<file path="src/rtl/multicycle_control.sv">
// Multicycle MIPS control unit: Moore FSM that sequences fetch/decode/execute/memory/writeback.
// Optional feature: define MC_BNE_EN to add bne (opcode 000101) through the BRANCH state.
module multicycle_control (
   input  logic       clk,
   input  logic       rst_n,
   input  logic [5:0] opcode,
   input  logic [5:0] funct,
   input  logic       Zero,
   output logic [3:0] ALUctl,
   output logic       ALUSrcA,
   output logic [1:0] ALUSrcB,
   output logic       IorD,
   output logic       MemRead,
   output logic       MemWrite,
   output logic       IRWrite,
   output logic       RegWrite,
   output logic       RegDst,
   output logic       MemtoReg,
   output logic [1:0] PCSource,
   output logic       PCEn,
   output logic       illegal,
   output logic [3:0] state
);

   typedef enum logic [3:0] {
      FETCH  = 4'd0,
      DECODE = 4'd1,
      MEMADR = 4'd2,
      MEMRD  = 4'd3,
      MEMWB  = 4'd4,
      MEMWR  = 4'd5,
      EXEC   = 4'd6,
      ALUWB  = 4'd7,
      BRANCH = 4'd8,
      JUMP   = 4'd9,
      ADDIEX = 4'd10,
      ADDIWB = 4'd11
   } state_t;

   localparam logic [5:0] OP_RTYPE = 6'b000000;
   localparam logic [5:0] OP_LW    = 6'b100011;
   localparam logic [5:0] OP_SW    = 6'b101011;
   localparam logic [5:0] OP_BEQ   = 6'b000100;
   localparam logic [5:0] OP_J     = 6'b000010;
   localparam logic [5:0] OP_ADDI  = 6'b001000;
`ifdef MC_BNE_EN
   localparam logic [5:0] OP_BNE   = 6'b000101;
`endif

   localparam logic [3:0] ALU_AND = 4'b0000;
   localparam logic [3:0] ALU_OR  = 4'b0001;
   localparam logic [3:0] ALU_ADD = 4'b0010;
   localparam logic [3:0] ALU_SUB = 4'b0110;
   localparam logic [3:0] ALU_SLT = 4'b0111;
   localparam logic [3:0] ALU_NOR = 4'b1100;

   // Returns {known, ALU code}; unknown functs fall back to ADD.
   function automatic logic [4:0] decode_funct(input logic [5:0] f);
      case (f)
         6'b100000: return {1'b1, ALU_ADD};
         6'b100010: return {1'b1, ALU_SUB};
         6'b100100: return {1'b1, ALU_AND};
         6'b100101: return {1'b1, ALU_OR};
         6'b101010: return {1'b1, ALU_SLT};
         6'b100111: return {1'b1, ALU_NOR};
         default:   return {1'b0, ALU_ADD};
      endcase
   endfunction

   state_t     state_q, state_d, cur_st;
   logic       funct_ok;
   logic [3:0] funct_alu;

   assign {funct_ok, funct_alu} = decode_funct(funct);

   // Reset makes the outputs look like FETCH immediately, before the clock edge lands.
   assign cur_st = rst_n ? state_q : FETCH;
   assign state  = state_q;

   always_ff @(posedge clk) begin
      // NOTE: non-blocking assignment for registered state avoids simulation races between processes.
      if (!rst_n) state_q <= FETCH;
      else        state_q <= state_d;
   end

   always_comb begin
      // NOTE: every output gets a default before the case, so no path can infer a latch.
      state_d  = FETCH;
      ALUctl   = ALU_ADD;
      ALUSrcA  = 1'b0;
      ALUSrcB  = 2'b00;
      IorD     = 1'b0;
      MemRead  = 1'b0;
      MemWrite = 1'b0;
      IRWrite  = 1'b0;
      RegWrite = 1'b0;
      RegDst   = 1'b0;
      MemtoReg = 1'b0;
      PCSource = 2'b00;
      PCEn     = 1'b0;
      illegal  = 1'b0;

      unique case (cur_st)
         FETCH: begin
            MemRead = 1'b1;
            IRWrite = 1'b1;
            PCEn    = 1'b1;
            ALUSrcB = 2'b01;
            state_d = DECODE;
         end
         DECODE: begin
            ALUSrcB = 2'b11;
            case (opcode)
               OP_RTYPE:     state_d = EXEC;
               OP_LW, OP_SW: state_d = MEMADR;
               OP_BEQ:       state_d = BRANCH;
`ifdef MC_BNE_EN
               OP_BNE:       state_d = BRANCH;
`endif
               OP_J:         state_d = JUMP;
               OP_ADDI:      state_d = ADDIEX;
               default:      illegal = 1'b1;
            endcase
         end
         MEMADR, ADDIEX: begin
            ALUSrcA = 1'b1;
            ALUSrcB = 2'b10;
            if (cur_st == ADDIEX)     state_d = ADDIWB;
            else if (opcode == OP_LW) state_d = MEMRD;
            else                      state_d = MEMWR;
         end
         MEMRD: begin
            IorD    = 1'b1;
            MemRead = 1'b1;
            state_d = MEMWB;
         end
         MEMWB: begin
            MemtoReg = 1'b1;
            RegWrite = 1'b1;
         end
         MEMWR: begin
            IorD     = 1'b1;
            MemWrite = 1'b1;
         end
         EXEC: begin
            ALUSrcA = 1'b1;
            ALUctl  = funct_alu;
            if (funct_ok) state_d = ALUWB;
            else          illegal = 1'b1;
         end
         ALUWB: begin
            RegDst   = 1'b1;
            RegWrite = 1'b1;
         end
         ADDIWB: RegWrite = 1'b1;
         BRANCH: begin
            ALUSrcA  = 1'b1;
            ALUctl   = ALU_SUB;
            PCSource = 2'b01;
            PCEn     = Zero;
`ifdef MC_BNE_EN
            if (opcode == OP_BNE) PCEn = ~Zero;
`endif
         end
         JUMP: begin
            PCSource = 2'b10;
            PCEn     = 1'b1;
         end
         default: ;
      endcase

      if (!rst_n) begin
         PCEn     = 1'b0;
         MemRead  = 1'b0;
         MemWrite = 1'b0;
         IRWrite  = 1'b0;
         RegWrite = 1'b0;
         illegal  = 1'b0;
      end
   end

endmodule

</file>
<file path="config.mk">
export PLATFORM = sky130hd
export DESIGN_NAME = multicycle_control
export DESIGN_NICKNAME = d
export VERILOG_FILES = /design/src/rtl/multicycle_control.sv
export SDC_FILE = /design/constraint.sdc
export NUM_CORES = 1
export LEC_CHECK = 0
export ABC_AREA = 1
export ABC_CLOCK_PERIOD_IN_PS = 1210
export CAP_MARGIN = 20
export CORE_UTILIZATION = 32
export CTS_BUF_LIST = sky130_fd_sc_hd__clkbuf_8
export DETAILED_ROUTE_END_ITERATION = 12
export PLACE_DENSITY = 0.81
export SYNTH_ARGS = -nofsm -noshare
export SYNTH_HDL_FRONTEND = slang
export SYNTH_SLANG_ARGS = --single-unit
</file>
<file path="constraint.sdc">
create_clock -name clk -period 1.21 [get_ports clk]
set_input_delay 0.242 -clock clk [delete_from_list [all_inputs] [get_ports clk]]
set_output_delay 0.242 -clock clk [all_outputs]
set_load 0.05 [all_outputs]
</file>
==> run metrics, run 1 <==
status=did not finish; failing step=detailed placement (3_5_place_dp); error msg=[ERROR DPL-0038] Utilization greater than 100%, impossible to legalize; Die H=42.8 um; Mapped Avg Cell Area=4.94 um^2; Distinct cells, synth=15; Synth Instances=108; register area share after synthesis=15.0%; Mapped Nets=123; GP Congestion=0.865; Synth Register Bits=4; synth warn=0; FP Rows=14; top-level I/O count=37; PortBufs=36; Post-Syn Area=533 um^2; Die X=42.8 um; Starting Density=35.0%
-- synth_stat cells (all sizes together) --
cell	count	area, um^2
a21oi	4	20.0
nand2	29	109
and2	1	6.26
nand3b	1	7.51
nor2	27	116
o21a	1	7.51
dfxtp	4	80.1
o21ai	9	45.0
inv	17	63.8
nor3	1	5.00
nand4	2	12.5
nand3	12	60.1
-- cell families after synthesis --
kind of cell | after synthesis | synth area share [%]
DFF | 4 | 15.0
buffers and inverters | 17 | 12.0
and+or+nand+nor | 73 | 59.4
AOI/OAI and AO/OA | 14 | 13.6
-- metrics by stage --
stage | cell area (um^2) | setup WS (ns) | std cells
floorplan | 684 | -0.529 | 108
global placement | 1530 | -0.823 | 192
==> inputs of run 2 (changes only) <==
==> config.mk (replaced) <==
export PLATFORM = sky130hd
export DESIGN_NAME = multicycle_control
export DESIGN_NICKNAME = d
export VERILOG_FILES = /design/src/rtl/multicycle_control.sv
export SDC_FILE = /design/constraint.sdc
export NUM_CORES = 1
export LEC_CHECK = 0
export ABC_AREA = 1
export ABC_CLOCK_PERIOD_IN_PS = 1600
export CAP_MARGIN = 20
export CORE_AREA = 2 2 63 65
export DETAILED_ROUTE_END_ITERATION = 12
export DIE_AREA = 0 0 65 67
export PLACE_DENSITY_LB_ADDON = 0.15
export SYNTH_ARGS = -nofsm -noshare
export SYNTH_HDL_FRONTEND = slang
export SYNTH_SLANG_ARGS = --single-unit
==> constraint.sdc (replaced) <==
create_clock -name clk -period 1.6 [get_ports clk]
set_input_delay 0.32 -clock clk [delete_from_list [all_inputs] [get_ports clk]]
set_output_delay 0.32 -clock clk [all_outputs]
set_load 0.05 [all_outputs]
==> run 2 against run 1 <==
Net effect:
- the flow now finishes, with violations (negative setup slack)
- synthesized cell count stayed put
- synthesized area did not move
==> run metrics, run 2 <==
status=finished, violations left; failing checks=negative setup slack; worst-skew pair later-pin latency=0.22 ns; CTS buffer count=3; max_cap viols=0; CP endpoint kind=output pin; Required @ worst endpoint=1.28 ns; Overall Power=613 uW; arrival time worst endpoint=1.40 ns; Sink Count=4; H-tree depth=1; GP Congestion=0.781 (-9.7%); 1st-iter DRT viols=19; area grow syn2layout=247%; first drt pass iteration count=4; Die H=67 um (+57%); post-place instance area=0.00152 mm^2; # diodes=0; post-DP HPWL=1980 um; vias per cell=4.12; Synth top cells by count=nand2_1, nor2_1, inv_1; Die ar.=0.00436 mm^2; Mapped Avg Cell Area=4.94 um^2 (unchanged); Mapped Nets=123 (unchanged); commonest non-fill, non-tap cell in the layout=buf_4; PD cells=331 mW/mm^2; Starting Density=14.8% (-20 points); post-route setup TNS=-0.693 ns; Root Buffer=clkbuf_8; minimum clock period=1.72 ns; remaining antenna violation count=0; top-level I/O count=37 (unchanged); final wirelength=2570 um; most frequent cells in the layout=buf_4, buf_12, nand2_1, nor2_4; final setup margin=-0.116 ns; post-route cell area=0.00185 mm^2; drt drc=0; top cell type's share of synthesized area=20.4% (unchanged); PortBufs=36 (unchanged); largest cells by area after synthesis=nand2_1, nor2_1, dfxtp_1, inv_1, nand3_1; WHS=0.662 ns; largest area contributor in the netlist=nand2_1; first-pass GRT wire length=4110 um; Synth Register Bits=4 (unchanged); CTS tree=built; CP Class=reg2out; Final Util=51.3%; # hold bufs at CTS=0; Worst Skew=0.00194 ns; synth warn=0 (unchanged); count leader, synth=nand2_1; Distinct cells, synth=15 (unchanged); setup violators final=10; FMAX=0.583 GHz; Post-Syn Area=533 um^2 (unchanged); CP peak stage delay=0.36 ns; nature of the critical path startpoint=flip-flop; Async S/R FF share, synth=0% (unchanged); core area=0.00361 mm^2; Overflow after GRT=0; clk buf depth=2; register area share after synthesis=15.0% (unchanged); Synth Instances=108 (unchanged); Worst Tran Pin Value=0.305 ns; Top FF cell, synth=dfxtp_1; layout cell share with drive strength beyond 1=68.4%; FP Rows=22 (+8); Worst VDD drop=0.000240 V; Reg clk slew, reported paths=0.03 ns; DR vias=993; initial antenna violation count=0; Die X=65 um (+52%); Leak=0.000836 uW; number of synthesized flops with an enable pin=0 (unchanged); number of global-route vias before repair=971; crit-path max FO=5; largest net degree at the start of global routing=7; gr usage total=11.7%; Cell Chain, Critical Path=buf_4 -> nand3_2 -> nor2_4 -> inv_2 -> a21oi_4 -> buf_12; Slew Viols, Final=0; Final Hold Fails=0; hold crit path type=in2reg; slowest CP cell=dfxtp_4; wire length per cell=10.6 um; max FFs per register=4; RSZ-0062 raised after global routing=true; fin crit share=107%; worst rel slew slack=79.7%; Total Nets Final=209
==> run 2: cell type report <==
class | instances | area (um^2)
fillers | 349 | 1760
repair buffers | 81 | 905
multi-input cells | 87 | 676
flip-flops and latches | 4 | 95.1
inverters | 17 | 70.1
well taps | 48 | 60.1
clock buffers | 4 | 45.0
==> run 2: logic make-up after synthesis <==
logic type             count (synthesis)  synth area share, %
AND/OR/NAND/NOR                       73                 59.4
buffers and inverters                 17                 12.0
AO/OA/AOI/OAI                         14                 13.6
flip-flops                             4                 15.0
==> run 2: timing repair <==
item / in CTS / in global routing
pin swaps: 16 / 9
setup endpoints to repair: 20 / 18
hold endpoints to repair: 0 / 0
gates resized for setup: 40 / 39
buffers inserted: 8 / 7
cloned: 0 / 0
==> run 2: power breakdown <==
part           switching [uW]  internal, uW
Sequential               4.01          98.4
Combinational             152           137
Clock                    51.2           170
Total                     207           406
==> run 2: metal layers <==
layer / part of all wire [%] / wire (um) / up-vias / global-route usage [%]
li1: - / - / 515 / -
met1: 40 / 1030 / 457 / 13.1
met2: 56 / 1450 / 21 / 24.0
met3: 3.3 / 85 / 0 / 1.35
met4: 0 / 0 / 0 / 1.60
met5: 0 / 0 / - / 0
==> run 2: through the flow <==
stage / cells / setup slack (ns)
6_report: 241 / -0.116
3_5_place_dp: 223 / -0.601
5_1_grt: 241 / -0.189
4_1_cts: 235 / -0.106
3_3_place_gp: 223 / -0.565
2_1_floorplan: 108 / -0.217
==> run 2: worst paths after layout <==
path	start	end	slack (ns)	cells after the start
setup / recovery	state[2]	ALUctl[0]	-0.12	6
hold / removal	opcode[2]	state[1]	0.66	5
setup reg to reg	state[2]	state[0]	0.35	6
hold reg to reg	state[1]	state[2]	0.73	5
==> run 2: critical path, delay by kind of cell, from the launching register on <==
family / cells / cell delay, ns
flops: 1 / 0.36
compound gates: 1 / 0.14
simple gates: 2 / 0.34
buf+inv: 3 / 0.35
(Power assumes the default switching activity.)
==> inputs of run 3 (changes only) <==
--- a/config.mk
+++ b/config.mk
@@ -11,7 +11,7 @@
 export CORE_AREA = 2 2 63 65
 export DETAILED_ROUTE_END_ITERATION = 12
 export DIE_AREA = 0 0 65 67
-export PLACE_DENSITY_LB_ADDON = 0.15
+export PLACE_DENSITY_LB_ADDON = 0.05
 export SYNTH_ARGS = -nofsm -noshare
 export SYNTH_HDL_FRONTEND = slang
 export SYNTH_SLANG_ARGS = --single-unit
==> run 3 against run 2 <==
Net effect:
- sequential power hardly changed
- the run still ends with negative setup slack left
- critical path depth is 1 higher
- critical path type is now in2out
- die area stayed put
- setup slack worse by 0.0053 ns
- combinational power hardly changed
- routed wire length is 0.51% lower
- largest power group unchanged
- hold slack hardly changed
==> run metrics, run 3 (synthesis gave the netlist of run 2 again) <==
crit-path max FO=4 (-1); max_cap viols=0 (unchanged); RSZ-0062 raised after global routing=true; PD cells=325 mW/mm^2 (-1.9%); CTS tree=built; Total Nets Final=206 (-1.4%); final wirelength=2550 um (-0.51%); fin crit share=108% (+0.33 points); minimum clock period=1.72 ns (+0.00528 ns); largest net degree at the start of global routing=7 (unchanged); Sink Count=4 (unchanged); pre-CTS WS=-0.606 ns (-0.00536 ns); Worst VDD drop=0.000248 V (+3.4%); area grow syn2layout=253%; Starting Density=14.8% (unchanged); CTS buffer count=3 (unchanged); post-route cell area=0.00188 mm^2 (+1.8%); Root Buffer=clkbuf_8; # diodes=0 (unchanged); DR vias=985 (-0.81%); hold crit path type=in2reg; drt drc=0 (unchanged); final setup margin=-0.122 ns (-0.00528 ns); Final Util=52.2% (+0.90 points); worst rel slew slack=78.7% (-0.99 points); Sw Pwr=209 uW (+0.77%); 1st-iter DRT viols=10 (-9); GP Congestion=0.796 (+1.9%); vias per cell=4.14 (+0.44%); failing checks=negative setup slack; Leak=0.000828 uW (-0.96%); # hold bufs at CTS=0 (unchanged); wire length per cell=10.7 um (+0.75%); Overall Power=612 uW (-0.19%); first-pass GRT wire length=3890 um (-5.2%); Die H=67 um (unchanged); clk buf depth=2 (unchanged); gr usage total=11.0% (-0.72 points); initial antenna violation count=0 (unchanged); Reg clk slew, reported paths=0.03 ns (about the same); post-route setup TNS=-0.682 ns (+0.0111 ns); FP Rows=22 (unchanged); post-place instance area=0.00151 mm^2 (-0.49%); commonest non-fill, non-tap cell in the layout=buf_4; Final Hold Fails=0 (unchanged); Slew Viols, Final=0 (unchanged); Required @ worst endpoint=1.28 ns (about the same); combinational power share=47.1% (about the same); FMAX=0.581 GHz (-0.31%); CP Class=in2out; most frequent cells in the layout=buf_4, buf_12, nor2_4, nor2_1, nand2_1; Die ar.=0.00436 mm^2 (unchanged); first drt pass iteration count=2 (-2); Overflow after GRT=0 (unchanged); post-DP HPWL=1980 um (-0.17%); Die X=65 um (unchanged); PortBufs=36 (unchanged); arrival time worst endpoint=1.40 ns (about the same); status=finished, violations left; Pint=403 uW (-0.69%); remaining antenna violation count=0 (unchanged); Clk pwr share=35.9% (-0.2 points); Worst Skew=0.00816 ns (+0.00621 ns); max FFs per register=4 (unchanged); Switching Share=34.1% (+0.33 points); H-tree depth=1 (unchanged); layout cell share with drive strength beyond 1=71.6% (+3.2 points); Worst Tran Pin Value=0.320 ns (+0.0149 ns); nature of the critical path startpoint=input port; top-level I/O count=37 (unchanged); CP endpoint kind=output pin; core area=0.00361 mm^2 (unchanged); worst-skew pair later-pin latency=0.22 ns (about the same); setup violators final=12 (+2); Seq pwr share=16.9% (+0.2 points); number of global-route vias before repair=944 (-2.8%)
==> run 3: changes by cell type in the layout (fill, tap and decap cells not counted), sizes merged <==
cell	before	now
dlygate4sd2	8	7
buf	68	65
clkbuf	6	5
clkdlybuf4s15	2	4
==> run 3: power by group through the flow <==
| stage | Combinational [uW] | Sequential (uW) | Clock (uW) |
|---|---|---|---|
| global placement | 252 | 106 | 0 |
| detailed placement | 254 | 106 | 0 |
| finish | 288 | 104 | 220 |
| floorplan | 104 | 115 | 0 |
| CTS | 272 | 105 | 228 |
| global route | 304 | 104 | 237 |
==> run 3: path summary, 6_finish.rpt <==
| path | startpoint | endpoint | slack [ns] | cells past startpoint |
|---|---|---|---|---|
| max reg2reg | state[0] | state[2] | 0.27 | 9 |
| min | rst_n | state[2] | 0.66 | 6 |
| max | funct[3] | ALUctl[0] | -0.12 | 7 |
| min reg2reg | state[2] | state[1] | 0.66 | 3 |
==> run 3: layout make-up <==
type                            count  area [um^2]
Clock buffer                        4         45.0
Fill cell                         337         1720
Inverter                           17         70.1
Multi-Input combinational cell     87          718
Sequential cell                     4         95.1
Tap cell                           48         60.1
Timing Repair Buffer               78          895
==> run 3: per-stage QoR <==
stage,hold WS [ns],instances
2_1_floorplan,0.497,108
6_report,0.663,238
5_1_grt,0.701,238
3_5_place_dp,0.558,222
3_3_place_gp,0.563,222
4_1_cts,0.579,233
==> run 3: critical path, cell delays in order <==
cell and delay (ns):
clkdlybuf4s15_1 0.25, inv_1 0.05, nor2_1 0.20, nand3_4 0.12, buf_4 0.16, a21oi_4 0.16, buf_12 0.15
==> run 3: timing repair <==
item                                    4_1_cts  5_1_grt
setup buffers                                 7        7
endpoints found under the setup margin       21       18
pin swaps                                    23       19
resized for setup                            65       27
==> run 3: layer usage <==
layer | up-vias | wire length, um | track usage [%]
met5 | - | 0 | 0
met4 | 0 | 0 | 1.60
met3 | 0 | 109 | 1.86
met2 | 24 | 1470 | 22.2
met1 | 451 | 972 | 12.2
li1 | 510 | - | -
